## src/rtl/dmem_arbiter.sv

```systemverilog
// Two-port data-memory arbiter with burst-limited ownership and a one-cycle load return path.
// Define DMEM_ARB_RR_EN for round-robin tie-breaking from IDLE; the default is fixed priority to port 0.
module dmem_arbiter #(
    parameter int MAX_BURST = 4
) (
    input  logic        clk,
    input  logic        rst,
    input  logic        r0_req,
    input  logic        r0_we,
    input  logic [31:0] r0_addr,
    input  logic [31:0] r0_wdata,
    output logic        r0_gnt,
    output logic        r0_rvalid,
    output logic [31:0] r0_rdata,
    input  logic        r1_req,
    input  logic        r1_we,
    input  logic [31:0] r1_addr,
    input  logic [31:0] r1_wdata,
    output logic        r1_gnt,
    output logic        r1_rvalid,
    output logic [31:0] r1_rdata,
    output logic        mem_en,
    output logic        mem_we,
    output logic [31:0] mem_addr,
    output logic [31:0] mem_wdata,
    input  logic [31:0] mem_rdata
);

    typedef enum logic [1:0] {
        ST_IDLE,
        ST_OWN0,
        ST_OWN1
    } state_t;

    localparam logic [3:0] MAXC = 4'(MAX_BURST);

    state_t     r_state;
    state_t     w_state_nxt;
    logic [3:0] r_count;
    logic [3:0] w_count_nxt;
    logic       w_gnt0;
    logic       w_gnt1;
    logic       w_tie_win;
    logic       r_pend_vld;
    logic       r_pend_port;

`ifdef DMEM_ARB_RR_EN
    logic r_last;

    always_comb begin
        w_tie_win = ~r_last;
    end
`else
    always_comb begin
        w_tie_win = 1'b0;
    end
`endif

    always_comb begin
        w_gnt0      = 1'b0;
        w_gnt1      = 1'b0;
        w_state_nxt = r_state;
        w_count_nxt = r_count;
        case (r_state)
            ST_IDLE: begin
                if (r0_req && r1_req) begin
                    w_gnt0      = ~w_tie_win;
                    w_gnt1      = w_tie_win;
                    w_state_nxt = w_tie_win ? ST_OWN1 : ST_OWN0;
                    w_count_nxt = 4'd1;
                end else if (r0_req) begin
                    w_gnt0      = 1'b1;
                    w_state_nxt = ST_OWN0;
                    w_count_nxt = 4'd1;
                end else if (r1_req) begin
                    w_gnt1      = 1'b1;
                    w_state_nxt = ST_OWN1;
                    w_count_nxt = 4'd1;
                end else begin
                    w_count_nxt = '0;
                end
            end
            ST_OWN0: begin
                if (r0_req) begin
                    if (r_count < MAXC) begin
                        w_gnt0      = 1'b1;
                        w_count_nxt = r_count + 4'd1;
                    end else if (r1_req) begin
                        w_gnt1      = 1'b1;
                        w_state_nxt = ST_OWN1;
                        w_count_nxt = 4'd1;
                    end else begin
                        // Burst limit reached with no contender: restart the count.
                        w_gnt0      = 1'b1;
                        w_count_nxt = 4'd1;
                    end
                end else if (r1_req) begin
                    w_gnt1      = 1'b1;
                    w_state_nxt = ST_OWN1;
                    w_count_nxt = 4'd1;
                end else begin
                    w_state_nxt = ST_IDLE;
                    w_count_nxt = '0;
                end
            end
            ST_OWN1: begin
                if (r1_req) begin
                    if (r_count < MAXC) begin
                        w_gnt1      = 1'b1;
                        w_count_nxt = r_count + 4'd1;
                    end else if (r0_req) begin
                        w_gnt0      = 1'b1;
                        w_state_nxt = ST_OWN0;
                        w_count_nxt = 4'd1;
                    end else begin
                        w_gnt1      = 1'b1;
                        w_count_nxt = 4'd1;
                    end
                end else if (r0_req) begin
                    w_gnt0      = 1'b1;
                    w_state_nxt = ST_OWN0;
                    w_count_nxt = 4'd1;
                end else begin
                    w_state_nxt = ST_IDLE;
                    w_count_nxt = '0;
                end
            end
            default: begin
                w_state_nxt = ST_IDLE;
                w_count_nxt = '0;
            end
        endcase
        if (!rst) begin
            w_gnt0 = 1'b0;
            w_gnt1 = 1'b0;
        end
    end

    always_ff @(posedge clk) begin
        if (!rst) begin
            r_state     <= ST_IDLE;
            r_count     <= '0;
            r_pend_vld  <= 1'b0;
            r_pend_port <= 1'b0;
        end else begin
            r_state     <= w_state_nxt;
            r_count     <= w_count_nxt;
            r_pend_vld  <= (w_gnt0 & ~r0_we) | (w_gnt1 & ~r1_we);
            r_pend_port <= w_gnt1;
        end
    end

`ifdef DMEM_ARB_RR_EN
    always_ff @(posedge clk) begin
        if (!rst) begin
            r_last <= 1'b1;
        end else if (w_gnt0 || w_gnt1) begin
            r_last <= w_gnt1;
        end
    end
`endif

    always_comb begin
        r0_gnt    = w_gnt0;
        r1_gnt    = w_gnt1;
        mem_en    = w_gnt0 | w_gnt1;
        mem_we    = 1'b0;
        mem_addr  = '0;
        mem_wdata = '0;
        if (w_gnt0) begin
            mem_we    = r0_we;
            mem_addr  = r0_addr;
            mem_wdata = r0_wdata;
        end else if (w_gnt1) begin
            mem_we    = r1_we;
            mem_addr  = r1_addr;
            mem_wdata = r1_wdata;
        end
        // Return path is masked while reset is held so an in-flight load never surfaces.
        r0_rvalid = rst & r_pend_vld & ~r_pend_port;
        r1_rvalid = rst & r_pend_vld & r_pend_port;
        r0_rdata  = r0_rvalid ? mem_rdata : '0;
        r1_rdata  = r1_rvalid ? mem_rdata : '0;
    end

endmodule

```

## config.mk

```make
export PLATFORM = sky130hd
export DESIGN_NAME = dmem_arbiter
export DESIGN_NICKNAME = d
export VERILOG_FILES = /design/src/rtl/dmem_arbiter.sv
export SDC_FILE = /design/constraint.sdc
export NUM_CORES = 1
export LEC_CHECK = 0
export BUFFER_PORTS_ARGS = -buffer_cell sky130_fd_sc_hd__buf_2
export CORE_AREA = 2 2 116 118
export CTS_BUF_LIST = sky130_fd_sc_hd__clkbuf_8 sky130_fd_sc_hd__clkbuf_16
export DETAILED_ROUTE_END_ITERATION = 12
export DIE_AREA = 0 0 118 120
export SLEW_MARGIN = 40
export SYNTH_ARGS = -nofsm -noshare
export SYNTH_HDL_FRONTEND = slang
export SYNTH_SLANG_ARGS = --single-unit
```

## constraint.sdc

```tcl
create_clock -name clk -period 1.7 [get_ports clk]
set_input_delay 0.34 -clock clk [delete_from_list [all_inputs] [get_ports clk]]
set_output_delay 0.34 -clock clk [all_outputs]
set_load 0.03 [all_outputs]
```

==> results of run 1 <==
==> power groups by stage <==
stage	Combinational [uW]	Sequential, uW	Clock, uW
after floorplan	1110	207	0
after global placement	1720	207	0
after detailed placement	1730	208	0
after CTS	1900	205	404
after global routing	2080	207	416
final	1960	206	390
==> final cells by class <==
cell class / instances / area share
Antenna cell: 1 / 0.000427
Clock buffer: 3 / 0.0128
Inverter: 1 / 0.000640
Multi-Input combinational cell: 291 / 0.435
Sequential cell: 8 / 0.0279
Tap cell: 176 / 0.0375
Timing Repair Buffer: 360 / 0.486
==> layout by cell type (no fill, tap or decap), types with 2 or more instances in the layout <==
master,netlist,final
and2_1,64,64
and4_1,2,2
buf_12,0,23
buf_2,11,221
buf_4,3,20
buf_6,7,78
buf_8,0,4
clkbuf_16,0,7
clkbuf_4,0,9
dfxtp_1,8,5
dfxtp_2,0,3
nand2_1,70,69
nand3_1,65,65
nand3b_1,2,2
nor2_1,7,4
nor2_4,0,2
o21ai_0,2,2
o22ai_4,0,66
==> stage by stage <==
| stage | std cells | TNS, ps | worst slack (ps) | cell area, um^2 | hold WS, ps |
|---|---|---|---|---|---|
| floorplan | 343 | -4460 | -93.2 | 3000 | 462 |
| finish | 840 | -28110 | -447 | 5870 | 363 |
| global route | 840 | -31660 | -497 | 5870 | 370 |
| global placement | 830 | -17050 | -278 | 5130 | 576 |
| CTS | 834 | -29110 | -456 | 5610 | 357 |
| detailed placement | 830 | -17310 | -288 | 5130 | 584 |
==> kinds of logic after synthesis <==
logic type | after synthesis | share of synthesized area
AO/OA/AOI/OAI | 75 | 0.249
adder cells (fa/ha/maj) | 1 | 0.00626
buffers and inverters | 44 | 0.122
flip-flops | 8 | 0.0802
other | 1 | 0.00188
AND/OR/NAND/NOR | 214 | 0.541
==> state kept, by name (all words and copies together) (netlist names) <==
register and cells:
r_state 2, r_count 4, r_pend_port 1, r_pend_vld 1
==> layer usage <==
metal,GRT usage,vias up
met3,0.0684,8
met4,0.0361,0
met1,0.190,1695
met5,0,-
met2,0.278,179
li1,-,1863
==> cell usage after synthesis <==
cell	number
o22ai_1	66
nand4_1	1
clkbuf_1	22
nand3_1	65
and2_1	64
o32ai_1	1
buf_4	3
nand2_1	70
ha_1	1
a21oi_1	1
a31o_2	1
or4b_1	1
nand3b_1	2
and3_1	1
buf_2	11
nand4bb_1	1
o211ai_1	1
buf_6	7
nor2_1	7
dfxtp_1	8
o311ai_4	1
conb_1	1
a21boi_1	1
o21ai_0	2
a41o_1	1
inv_1	1
and4_1	2
==> repair_timing <==
action                                  4_1_cts  5_1_grt
gates cloned                                  0        4
buffers inserted                              1        1
resized for setup                           128       43
endpoints found under the setup margin       68      120
pin swaps                                     1       50
==> how the worst max path moves through the flow <==
| stage | endpoint | from | slack (ps) | depth (start not counted) |
|---|---|---|---|---|
| 2_1_floorplan | mem_addr[25] | r_count[3]$_SDFF_PN0_ | -90 | 4 |
| 3_3_place_gp | mem_en | r0_req | -280 | 7 |
| 3_5_place_dp | mem_addr[11] | r0_req | -290 | 7 |
| 4_1_cts | mem_addr[19] | r_count[3]$_SDFF_PN0_ | -460 | 6 |
| 5_1_grt | mem_addr[11] | r_state[1]$_SDFFE_PN0P_ | -500 | 6 |
| 6_report | mem_addr[11] | r_state[1]$_SDFFE_PN0P_ | -450 | 6 |
==> critical path, cell delays in order (launching register included) <==
cell	delay [ps]
dfxtp_2	310
or4b_4	540
o311ai_4	140
buf_12	210
buf_12	160
o22ai_4	70
buf_6	140
==> results.json, run 1 <==
{
  "r2r_cells": 7,
  "insertion_delay_ps": 230,
  "netlist.area_leader.share": 0.207,
  "finalNetCount": 832,
  "crit_type": "flip-flop to output port",
  "hp-class": "primary input to flip-flop",
  "clk_pin_slew_worst_paths_ps": 40,
  "timing.rr.start": "r_state[1]$_SDFFE_PN0P_",
  "numCtsBuffers": 3,
  "p_comb_frac": 0.767,
  "maxCapViolations": 0,
  "rrSetupSlack_ps": 40,
  "peakVddDrop_mv": 0.273,
  "grt_overflow": 0,
  "power_switching_uw": 1110,
  "hold_depth": 2,
  "die_h_um": 120,
  "vias": 3745,
  "met2WireLength_um": 5980,
  "critical_path_required_ps": 1360,
  "antenna_left": 0,
  "rsz0062_at_grt": "true",
  "power.share.clock": 0.153,
  "io_buffers": 299,
  "yosysTopAreaCell": "o22ai_1",
  "avgViaCountPerCell": 4.46,
  "htreeDepth": 1,
  "pwr-share-seq": 0.080,
  "dieArea_um2": 14200,
  "ys_seq_elements": 8,
  "fmax_ghz": 0.466,
  "root_buffer": "clkbuf_16",
  "drtIter0Drc": 72,
  "setup_slack_ps": -447,
  "synth_area_um2": 2000,
  "antenna_found_initial": 1,
  "reg2reg_to": "r_pend_vld$_SDFF_PN0_",
  "crit_fanout": 8,
  "postRouteWirelength_um": 12200,
  "intPower_uw": 1450,
  "grt_pass1_wl_um": 18900,
  "hpwl_um": 9950,
  "status": "finished with violations",
  "area.growth.synth_to_final_pct": 194,
  "rows": 42,
  "ys_top_cells_by_area": "o22ai_1 (21%), and2_1 (20%), nand3_1 (16%)",
  "synth_fp_nets": 510,
  "hold_violations": 0,
  "synth_cell_type_count": 27,
  "drt-pass1-iter-count": 4,
  "start_util": 0.154,
  "synthCells": 343,
  "core_um2": 13000,
  "slew_viol_final": 0,
  "period_share": 1.26,
  "place.gp.congestion": 0.810,
  "synth_area_per_cell_um2": 5.82,
  "fin_worst_skew_ps": 0.797,
  "multiInputGateArea_um2": 2550,
  "wl_met3_um": 1210,
  "switching_share": 0.433,
  "cp-end-kind": "output port",
  "clock_sinks": 8,
  "min_from": "r0_we",
  "ff_latch_area_um2": 164,
  "cts_tree": "done",
  "ys_seq_area_frac": 0.0802,
  "finish.utilization": 0.452,
  "yosysWarnings": 0,
  "grt_pass1_vias": 3745,
  "violations": "negative setup slack",
  "powerDensity_nw_per_um2": 436,
  "io_pins": 300,
  "period_needed_ps": 2150,
  "arrival_ps": 1810,
  "die_width_um": 118,
  "wl_per_cell_um": 14.6,
  "grt_max_degree": 37,
  "p_total_uw": 2560,
  "wl_met1_um": 4930,
  "finalSetupViolations": 68,
  "drc": 0,
  "hold_buffers": 0,
  "drive_above_1_share": 0.667,
  "grtUsageTotal": 0.163,
  "total_leakage_power_uw": 0.00267,
  "hold_end": "r_pend_vld$_SDFF_PN0_",
  "fillers": 1276,
  "start_kind": "flip-flop",
  "cts.path.max_buffers": 2,
  "highest_layer": "met4"
}
Power figures use the tool's default switching activity.
==> inputs of run 2 (changes only) <==
Settings changed: RECOVER_POWER set to 50, SETUP_SLACK_MARGIN set to 0.5, SLEW_MARGIN 40 to 20.
==> results.json, run 2 (same netlist as run 1, synthesis figures left out) <==
{
  "peakVddDrop_mv": 0.262,
  "hpwl_um": 9750,
  "slowest_stage": "or4b_4",
  "crit_end": "mem_wdata[18]",
  "finish.utilization": 0.517,
  "highest_layer": "met4",
  "critical_path_required_ps": 1360,
  "start_kind": "flip-flop",
  "power.share.clock": 0.149,
  "power_switching_uw": 1170,
  "layout_commonest_cell": "buf_2",
  "rrSetupSlack_ps": 0,
  "core_um2": 13000,
  "rows": 42,
  "drc": 0,
  "dpl.cell_count": 832,
  "grt_overflow": 0,
  "violations": "negative setup slack",
  "slew_viol_final": 0,
  "crit_fanout": 7,
  "fmax_ghz": 0.455,
  "root_buffer": "clkbuf_16",
  "switching_share": 0.435,
  "start_util": 0.154,
  "num_antenna_cells": 0,
  "finalSetupViolations": 106,
  "largest_reg_flops": 4,
  "avgViaCountPerCell": 4.54,
  "dieArea_um2": 14200,
  "p_comb_frac": 0.773,
  "hp-class": "primary input to flip-flop",
  "crit_type": "flip-flop to output port",
  "setup_slack_ps": -500,
  "reg2reg_to": "r_pend_vld$_SDFF_PN0_",
  "tns_ps": -32750,
  "met2WireLength_um": 7600,
  "numCtsBuffers": 3,
  "timing.rr.start": "r_count[2]$_SDFF_PN0_",
  "drive_above_1_share": 0.776,
  "cts_tree": "done",
  "drt-pass1-iter-count": 4,
  "cp-end-kind": "output port",
  "cp-startpoint": "r_count[2]$_SDFF_PN0_",
  "cp_top_family": "buffers and inverters",
  "vias": 3927,
  "rsz0062_at_grt": "true",
  "cts.path.max_buffers": 2,
  "fillers": 1161,
  "antenna_found_initial": 0,
  "period_share": 1.29,
  "period_needed_ps": 2200,
  "wl_per_cell_um": 16.2,
  "r2r_cells": 6,
  "grt_max_degree": 48,
  "grt_pass1_wl_um": 21900,
  "place.gp.congestion": 0.782,
  "hold_violations": 0,
  "pwr-share-seq": 0.078,
  "die_width_um": 118,
  "clock_sinks": 8,
  "antenna_left": 0,
  "total_leakage_power_uw": 0.00296,
  "intPower_uw": 1520,
  "layout_common_cells": "buf_2 (172), buf_6 (143), nand2_1 (68)",
  "powerDensity_nw_per_um2": 401,
  "area.growth.synth_to_final_pct": 236,
  "wl_met3_um": 918,
  "grt_pass1_vias": 4179,
  "cp_slowest_stage_delay_ps": 520,
  "postRouteWirelength_um": 14000,
  "path_cells": "or4b_4, o311ai_4, buf_6, buf_12, buf_12, o22ai_4, buf_6",
  "largest_register": "r_count",
  "top_regs": "r_count: 4 flops, r_state: 2 flops",
  "maxCapViolations": 0,
  "fin_worst_skew_ps": 0.555,
  "crit_buf_inv": 4,
  "wl_met1_um": 5200,
  "insertion_delay_ps": 230,
  "drtIter0Drc": 110,
  "status": "finished with violations",
  "fin_cells": 865,
  "io_buffers": 299,
  "arrival_ps": 1860,
  "cp.depth": 7,
  "die_h_um": 120,
  "grtUsageTotal": 0.188,
  "io_pins": 300,
  "clk_pin_slew_worst_paths_ps": 40,
  "htreeDepth": 1,
  "finalNetCount": 858
}
[run 2: cell types whose count changed in the layout (fill, tap and decap cells not counted), moves of 6 or more]
cell	change
and2_4	+64
buf_16	+6
and2_1	-64
buf_4	+11
buf_6	+65
buf_2	-49
clkbuf_4	-8
[run 2: what timing repair did]
item	4_1_cts	5_1_grt
hold buffers	0	0
pin swaps	28	4
setup endpoints to repair	140	139
gates resized for setup	293	6
cloned	8	1
setup buffers	17	4
[run 2: area by class of cell]
| type | instances | area [um^2] | share of cell area |
|---|---|---|---|
| well taps | 176 | 220 | 0.0328 |
| inverters | 1 | 3.75 | 0.000560 |
| multi-input cells | 291 | 2730 | 0.407 |
| flip-flops and latches | 8 | 166 | 0.0248 |
| repair buffers | 386 | 3510 | 0.524 |
| clock buffers | 3 | 75.1 | 0.0112 |
[run 2: power by group through the flow]
stage	clock [uW]	combinational, uW	sequential [uW]
6_report	401	2080	209
2_1_floorplan	0	1150	210
3_5_place_dp	0	1730	213
5_1_grt	427	2200	210
4_1_cts	412	2070	209
3_3_place_gp	0	1720	213
[run 2: metrics by stage]
step	power, uW	area [um^2]	hold slack, ps	setup slack (ps)
2_1_floorplan	1360	3250	455	-93.2
3_3_place_gp	1930	5250	575	-327
3_5_place_dp	1940	5250	582	-327
4_1_cts	2690	6650	333	-505
5_1_grt	2830	6710	347	-542
6_report	2690	6710	339	-500
[run 2: worst reg2reg max path, cell delays in order (launching register included)]
cell and delay [ps]:
dfxtp_2 330, or4b_4 530, o311ai_4 130, buf_12 200, clkbuf_4 210, buf_6 130
o32ai_2 60
[run 2: worst min-delay path by stage]
stage / cells after the start / endpoint / start
6_report: 2 / r_pend_vld$_SDFF_PN0_ / r0_we
3_3_place_gp: 2 / r_pend_vld$_SDFF_PN0_ / r0_we
2_1_floorplan: 1 / r_pend_vld$_SDFF_PN0_ / r0_we
3_5_place_dp: 2 / r_pend_vld$_SDFF_PN0_ / r0_we
5_1_grt: 2 / r_pend_vld$_SDFF_PN0_ / r0_we
4_1_cts: 2 / r_pend_vld$_SDFF_PN0_ / r0_we
[run 2: metal layers]
layer  up-vias  track usage
met5         -            0
met4         0       0.0429
met3        20       0.0409
met2       198        0.369
met1      1794        0.205
li1       1915            -
